--- src/rtl/imem_boot.sv ---
// Writable instruction memory for the IF stage, filled at run time by a byte-serial boot loader.
// Define IMEM_PARITY_EN to store one even-parity bit per word and report mismatches on if_perr.
module imem_boot #(
    parameter int                ADDR_BITS = 7,
    parameter int                DATA_W    = 32,
    parameter logic [DATA_W-1:0] NOP_WORD  = '0
) (
    input  logic                 clk,
    input  logic                 reset,
    input  logic [31:0]          if_addr,
    input  logic                 if_en,
    output logic [DATA_W-1:0]    if_data,
    output logic                 if_valid,
    output logic                 if_misalign,
    output logic                 if_perr,
    input  logic                 ld_start,
    input  logic [ADDR_BITS-1:0] ld_base,
    input  logic [ADDR_BITS:0]   ld_count,
    input  logic [7:0]           ld_byte,
    input  logic                 ld_byte_valid,
    output logic                 ld_ready,
    output logic                 ld_done,
    output logic                 busy
);
    localparam int DEPTH = 1 << ADDR_BITS;
    localparam int BYTES = DATA_W / 8;
    localparam int IDX_W = (BYTES > 1) ? $clog2(BYTES) : 1;
`ifdef IMEM_PARITY_EN
    localparam int MEM_W = DATA_W + 1;
`else
    localparam int MEM_W = DATA_W;
`endif
    localparam logic [ADDR_BITS-1:0] PTR_ONE = 1;
    localparam logic [ADDR_BITS:0]   REM_ONE = 1;
    localparam logic [IDX_W-1:0]     IDX_ONE = 1;
    localparam logic [IDX_W-1:0]     IDX_LAST = IDX_W'(BYTES - 1);

    typedef enum logic {IDLE, LOAD} state_t;

    state_t               state_reg;
    logic [ADDR_BITS-1:0] ptr_reg;
    logic [ADDR_BITS:0]   remaining_reg;
    logic [IDX_W-1:0]     byte_idx_reg;
    logic [DATA_W-1:0]    word_reg;

    logic [MEM_W-1:0]     mem [DEPTH];

    logic                 byte_take;
    logic                 last_byte;
    logic                 mem_we;
    logic [DATA_W-1:0]    wr_word;
    logic [MEM_W-1:0]     wr_entry;
    logic [ADDR_BITS-1:0] rd_idx;
    logic                 rd_oor;
    logic [MEM_W-1:0]     rd_entry;
    logic                 rd_perr;

    assign byte_take = (state_reg == LOAD) && ld_byte_valid;
    assign last_byte = (byte_idx_reg == IDX_LAST);
    assign mem_we    = byte_take && last_byte;

    // Big-endian assembly: earlier bytes shift toward the MSB end.
    generate
        if (BYTES == 1) begin : g_one_byte
            assign wr_word = ld_byte;
        end else begin : g_multi_byte
            assign wr_word = {word_reg[DATA_W-9:0], ld_byte};
        end
    endgenerate

    assign rd_idx   = if_addr[ADDR_BITS+1:2];
    assign rd_oor   = (if_addr >> (ADDR_BITS + 2)) != 32'd0;
    assign rd_entry = mem[rd_idx];

`ifdef IMEM_PARITY_EN
    assign wr_entry = {^wr_word, wr_word};
    assign rd_perr  = rd_entry[DATA_W] ^ (^rd_entry[DATA_W-1:0]);
`else
    assign wr_entry = wr_word;
    assign rd_perr  = 1'b0;
`endif

    // No reset on the array: contents survive a reset that aborts a load.
    always_ff @(posedge clk) begin
        if (mem_we) begin
            mem[ptr_reg] <= wr_entry;
        end
    end

    always_ff @(posedge clk or posedge reset) begin
        if (reset) begin
            state_reg     <= IDLE;
            ptr_reg       <= '0;
            remaining_reg <= '0;
            byte_idx_reg  <= '0;
            word_reg      <= '0;
            ld_done       <= 1'b0;
            ld_ready      <= 1'b0;
            busy          <= 1'b0;
        end else begin
            ld_done <= 1'b0;
            unique case (state_reg)
                IDLE: begin
                    if (ld_start) begin
                        ptr_reg       <= ld_base;
                        remaining_reg <= ld_count;
                        byte_idx_reg  <= '0;
                        word_reg      <= '0;
                        if (ld_count == '0) begin
                            ld_done <= 1'b1;
                        end else begin
                            state_reg <= LOAD;
                            ld_ready  <= 1'b1;
                            busy      <= 1'b1;
                        end
                    end
                end
                LOAD: begin
                    if (byte_take) begin
                        if (last_byte) begin
                            byte_idx_reg  <= '0;
                            word_reg      <= '0;
                            ptr_reg       <= ptr_reg + PTR_ONE;
                            remaining_reg <= remaining_reg - REM_ONE;
                            if (remaining_reg == REM_ONE) begin
                                state_reg <= IDLE;
                                ld_ready  <= 1'b0;
                                busy      <= 1'b0;
                                ld_done   <= 1'b1;
                            end
                        end else begin
                            byte_idx_reg <= byte_idx_reg + IDX_ONE;
                            word_reg     <= wr_word;
                        end
                    end
                end
                default: state_reg <= IDLE;
            endcase
        end
    end

    // Fetch register; fetches while loading are blocked so no write bypass is needed.
    always_ff @(posedge clk or posedge reset) begin
        if (reset) begin
            if_data     <= NOP_WORD;
            if_valid    <= 1'b0;
            if_misalign <= 1'b0;
            if_perr     <= 1'b0;
        end else if (if_en) begin
            if_misalign <= (if_addr[1:0] != 2'b00);
            if ((state_reg == LOAD) || rd_oor) begin
                if_data  <= NOP_WORD;
                if_valid <= 1'b0;
                if_perr  <= 1'b0;
            end else begin
                if_data  <= rd_entry[DATA_W-1:0];
                if_valid <= 1'b1;
                if_perr  <= rd_perr;
            end
        end
    end
endmodule

--- config.mk ---
export PLATFORM = sky130hd
export DESIGN_NAME = imem_boot
export DESIGN_NICKNAME = d
export VERILOG_FILES = /design/src/rtl/imem_boot.sv
export SDC_FILE = /design/constraint.sdc
export NUM_CORES = 2
export LEC_CHECK = 0
export CAP_MARGIN = 30
export CORE_ASPECT_RATIO = 0.8
export CORE_MARGIN = 4
export CORE_UTILIZATION = 65
export CTS_BUF_LIST = sky130_fd_sc_hd__clkbuf_8
export CTS_CLUSTER_DIAMETER = 60
export DETAILED_ROUTE_END_ITERATION = 8
export GPL_TIMING_DRIVEN = 0
export PLACE_DENSITY = 0.79
export SETUP_SLACK_MARGIN = 0.05
export SYNTH_ARGS = -nofsm -noshare
export SYNTH_HDL_FRONTEND = slang
export SYNTH_SLANG_ARGS = --single-unit
--- constraint.sdc ---
create_clock -name clk -period 5.8 [get_ports clk]
set_clock_uncertainty 0.2 [all_clocks]
set_input_delay 0.87 -clock clk [delete_from_list [all_inputs] [get_ports clk]]
set_output_delay 0.87 -clock clk [all_outputs]
set_load 0.02 [all_outputs]
Yosys cells after proc, flatten, opt, wreduce, memory -nomap -nowiden
Memory sizes are Yosys's and may differ from the RTL's.
Cells that the tools add are included.
{"block": "totals", "out_inout_bits": 38, "elab_cells": 69, "mem_count": 1, "ram_bits": 4096, "regBits": 78}
{"block": "op_classes", "n_eq_ne": 7, "n_reduce_logical": 9, "mux": 38, "add_sub_neg": 3, "n_bitwise": 1}
{"memory": "mem", "depth": 128, "word_bits": 32, "read_ports": 1, "rd_clocked_by_memory_dff": 0, "write_ports": 1, "line_no": "46", "source": "logic [MEM_W-1:0] mem [DEPTH];"}
{"operator": "24-bit 2-to-1 mux", "count": 3}
{"operator": "24-bit case mux with 2 select lines", "count": 1}
{"operator": "32-bit 2-to-1 mux", "count": 1}
{"operator": "32-bit nonzero test", "count": 1}
{"operator": "8-bit 2-to-1 mux", "count": 3}
{"operator": "7-bit 2-to-1 mux", "count": 3}
{"operator": "1-bit 2-to-1 mux", "count": 18}
{"operator": "8-bit case mux with 2 select lines", "count": 1}
{"operator": "7-bit case mux with 2 select lines", "count": 1}
{"operator": "8-bit by 1-bit equality test with 1-bit output (second input constant)", "count": 1}
{"operator": "8-bit logical NOT", "count": 1}
{"operator": "8-bit by 1-bit subtractor with 8-bit output (second input constant)", "count": 1}
{"operator": "7-bit by 1-bit adder with 7-bit output (second input constant)", "count": 1}
{"operator": "2-bit 2-to-1 mux", "count": 3}
{"operator": "2-bit by 1-bit inequality test with 1-bit output (second input constant)", "count": 3}
{"operator": "1-bit case mux with 2 select lines", "count": 3}
{"operator": "5-bit AND reduction", "count": 1}
{"operator": "2-bit inequality test (second input constant)", "count": 2}
{"operator": "2-bit case mux with 2 select lines", "count": 1}
{"operator": "3-bit AND reduction", "count": 1}
{"operator": "2-bit by 1-bit adder with 2-bit output (second input constant)", "count": 1}
{"operator": "2-bit equality test (second input constant)", "count": 1}
{"operator": "1-bit logical AND", "count": 2}
{"operator": "2-bit AND reduction", "count": 1}
{"operator": "other kinds (3)", "count": 3}

Longest topological paths before layout
{"block": "depth", "ltp_word": 5, "mapped_depth": 11, "mapped_depth_nobuf": 7}

Least setup slack after synthesis
No wires, ideal clock.
{"block": "synth_timing", "path_type": "input-to-reg", "from": "in ld_byte_valid", "to": "mem mem[80][0] (netlist name), enable pin", "n_path_buf": 0, "stages": 4, "setup_ns": 0.502, "arrival_ns": 4.699, "setup_slack_ns": 0.399, "required_ns": 5.098, "cell_sequence": "nand2_1 -> nor2_1 -> nand3_1 -> nor4_1"}
{"block": "synth_via", "elab_chain_cells": 4}
{"item": "start: declaration", "line_no": "20", "source": "input logic ld_byte_valid,"}
{"item": "1-bit logical AND", "line_no": "58", "source": "assign byte_take = (state_reg == LOAD) && ld_byte_valid;"}
{"item": "1-bit logical AND", "line_no": "60", "source": "assign mem_we = byte_take && last_byte;"}
{"item": "1-bit 2-to-1 mux", "line_no": "85", "source": "if (mem_we) begin"}
{"item": "1-bit 2-to-1 mux (implied by the code)", "line_no": "86", "source": "mem[ptr_reg] <= wr_entry;"}
{"item": "end: declaration", "line_no": "46"}
No other way between the ends.

Final worst setup path
{"block": "layout_timing", "from": "in if_addr[6]", "to": "reg if_data[18]"}
{"block": "layout_via", "elab_chain_cells": 2}
{"item": "start: declaration", "line_no": "10", "source": "input logic [31:0] if_addr,"}
{"item": "memory 128 x 32 bit"}
{"item": "32-bit 2-to-1 mux", "line_no": "151", "source": "if ((state_reg == LOAD) || rd_oor) begin"}
{"item": "end signal: assignment", "line_no": "156", "source": "if_data <= rd_entry[DATA_W-1:0];"}
{"item": "end: declaration", "line_no": "12", "source": "output logic [DATA_W-1:0] if_data,"}
No other way between the ends.
A chain may end at the register's enable or synchronous reset.

==> results_dict.tcl <==
set metrics [dict create \
    synth_nets 7650 \
    syn2layout_area_growth_pct 13.6 \
    power_frac_comb_pct 8.0 \
    fin_nets 8605 \
    rr_worst_depth 6 \
    coreArea_um2 244000 \
    io_pins 98 \
    vias 86400 \
    ir_drop_uv 299 \
    setup_viol_count_final 0 \
    synth_ff_type "edfxtp_1" \
    grt_first_pass_wirelength_mm 628 \
    grt_max_degree 93 \
    largest_reg_flops 4096 \
    worst_slack_ps 625 \
    grt_pass1_vias 85000 \
    dp_hpwl_mm 295 \
    wire_per_inst_um 36.2 \
    drive_gt1_share_pct 23.3 \
    reg2reg_slack_ps 880 \
    tightest_slew_ps 1450 \
    ys_async_sr_fraction_pct 1.87 \
    worstPathMaxFanout 10 \
    p_int_mw 46.7 \
    rsz0062_at_grt "false" \
    yosys_warnings 0 \
    p_leak_nw 58.9 \
    cap_violations 1 \
    finalSetupTns_ps 0 \
    root_buffer "clkbuf_8" \
    drv_slew 0 \
    cts_buffer_depth 4 \
    postCtsResizedCells 0 \
    power.density_nw_per_um2 344 \
    pre_cts_slack_ps -179 \
    placed_area_um2 170000 \
    hold_viol 0 \
    netlist_instances 7586 \
    cts_buffers 608 \
    start_util_pct 65.4 \
    wirelength_mm 445 \
    violations "max-capacitance violations" \
    ant_nets 0 \
    grt_overflow 0 \
    p_total_mw 62.3 \
    syn_area_um2 159000 \
    yosys.cell_types.count 52 \
    switching_share_pct 25.0 \
    vias_per_cell 7.03 \
    switchingPower_mw 15.6 \
    rows 162 \
    ys_seq_elements 4174 \
    cts_sinks 4174 \
    min_path_type "primary input to flip-flop" \
    status "finished with violations" \
    first_iter_violations 16400 \
    antenna_found_initial 25 \
    portBuffers 94 \
    worstSetupPathType "primary input to flip-flop" \
    syn_area_per_cell_um2 21.0 \
    hold_depth 1 \
    p_clk_share_pct 34.5 \
    cts_tree "done" \
    clkTransAtPathRegs_ps 60 \
    die-area_um2 253000 \
    start_kind "primary input" \
    max_freq_mhz 193 \
    cp.required_ps 6500 \
    die_w_um 561 \
    remaining_drc_errors 0 \
    post-route-cell-area_um2 181000 \
    htree_levels 6 \
    fin_cells 12300 \
    fp.dieH_um 451 \
    end_kind "flip-flop" \
    synth_edf_count 4096 \
    period_share_pct 89.2 \
    finalWeightedCongestion 0.999 \
    dp.cells 11200 \
    fin_crit_ps 5170 \
    grt_util_all_layers_pct 35.3 \
    p_seq_share_pct 57.4 \
    arrival_ps 5870 \
    seq_area_frac_synth_pct 78.4 \
    slew_headroom_pct 0.884 \
    clock_latency_ps 1090 \
    drtPass1Iterations 8 \
]
metal layers:
| metal | up-vias | part of all wire, % | global-route usage (%) |
|---|---|---|---|
| met4 | 8 | 5.7 | 16.5 |
| met1 | 43800 | 34 | 50.2 |
| met2 | 7468 | 44 | 50.0 |
| li1 | 34000 | - | - |
| met3 | 1157 | 16 | 12.2 |
| met5 | - | 0.049 | 0.530 |
kinds of logic (layout without fill, tap and decap cells):
kind of cell / after synthesis / count (layout) / share of synthesized area, %
AND/OR/NAND/NOR: 640 / 640 / 1.90
AO/OA/AOI/OAI: 935 / 935 / 4.07
adder cells (fa/ha/maj): 4 / 4 / 0.0314
multiplexers: 1351 / 1351 / 14.1
buffers and inverters: 481 / 1898 / 1.48
flip-flops: 4174 / 4174 / 78.4
other: 1 / 14 / 0.00235
per-stage QoR:
step	hold slack, ps	util [%]
2_1_floorplan	263	-
3_3_place_gp	264	67.4
3_5_place_dp	272	69.7
4_1_cts	83.2	74.2
5_1_grt	115	74.2
6_report	133	74.3
worst max-delay path: stages:
cell and delay, ps:
clkdlybuf4s50_1 600, inv_1 430, clkbuf_1 820, clkbuf_1 470
clkbuf_1 810, o221ai_1 380, o21ai_0 360, a21oi_1 150
nor3_1 770, o211ai_1 190
power groups by stage:
stage / combinational, mW / clock (mW) / sequential [mW]
floorplan: 1.68 / 0 / 36.5
detailed placement: 4.86 / 0 / 36.4
finish: 4.99 / 21.5 / 35.8
global route: 5.12 / 23.1 / 35.8
global placement: 2.75 / 0 / 38.2
CTS: 4.87 / 21.5 / 35.7
synth_stat cells (4+ instances only):
master | instances | area [µm²]
o221ai_1 | 64 | 561
mux4_2 | 704 | 15900
buf_6 | 21 | 236
clkbuf_1 | 235 | 882
buf_4 | 60 | 450
edfxtp_1 | 4096 | 123000
inv_1 | 9 | 33.8
nand3_1 | 20 | 100
or4_1 | 33 | 248
nand2_1 | 160 | 601
buf_1 | 29 | 109
a22oi_1 | 129 | 968
o211ai_1 | 64 | 480
or3_1 | 7 | 43.8
o22ai_1 | 360 | 2250
buf_2 | 124 | 621
dfrtp_1 | 78 | 1950
and2_1 | 34 | 213
a22o_1 | 24 | 210
ha_1 | 4 | 50.1
a41oi_1 | 32 | 280
mux2_2 | 65 | 732
nor2b_1 | 8 | 50.1
a31oi_1 | 32 | 200
o21ai_0 | 48 | 240
nand3b_1 | 4 | 30.0
nor2_1 | 237 | 890
o22a_1 | 31 | 272
a21oi_1 | 80 | 400
nor4_1 | 72 | 450
nor3_1 | 41 | 205
a2111oi_0 | 64 | 561
mux2i_1 | 582 | 5830
nand2b_1 | 5 | 31.3
area by class of cell:
| class | count | area [µm²] |
|---|---|---|
| fillers | 13000 | 62700 |
| clock inverters | 443 | 2140 |
| clock buffers | 629 | 8660 |
| well taps | 3280 | 4100 |
| repair buffers | 345 | 5630 |
| diodes | 13 | 32.5 |
| inverters | 10 | 40.0 |
| plain buffers | 471 | 2320 |
| multi-input cells | 2931 | 32900 |
| flip-flops and latches | 4174 | 125000 |
cell usage in the layout, fill, tap and decap left out, types with 26 or more instances in the layout:
master,count
mux2i_1,582
o21ai_0,48
nor2_1,114
clkbuf_1,226
buf_1,49
a21oi_1,80
nor4_1,69
clkinv_2,41
dfrtp_1,54
o22ai_1,360
buf_16,87
o221ai_1,64
a22oi_1,129
and2_1,34
o22a_1,31
clkbuf_8,629
o211ai_1,64
a2111oi_0,63
mux4_2,704
buf_2,135
inv_1,230
clkdlybuf4s50_1,86
clkinv_1,135
mux2_2,65
or4_1,33
nor3_1,38
a41oi_1,32
buf_6,26
a31oi_1,32
nor2_4,123
edfxtp_1,4096
buf_4,89
nand2_1,160
buf_12,86
timing repair:
item                      4_1_cts  5_1_grt
buffers inserted                0        0
hold buffers                    1        0
hold endpoints to repair        7        0
worst paths after layout:
path                       startpoint          end
max                        if_addr[6]  if_data[18]
min                        ld_byte[6]  mem[101][6]
max reg2reg                 state_reg  mem[116][2]
min reg2reg                  if_valid     if_valid
max in group asynchronous       reset  if_data[23]
min in group asynchronous       reset      ld_done
Power figures use the tool's default switching activity.
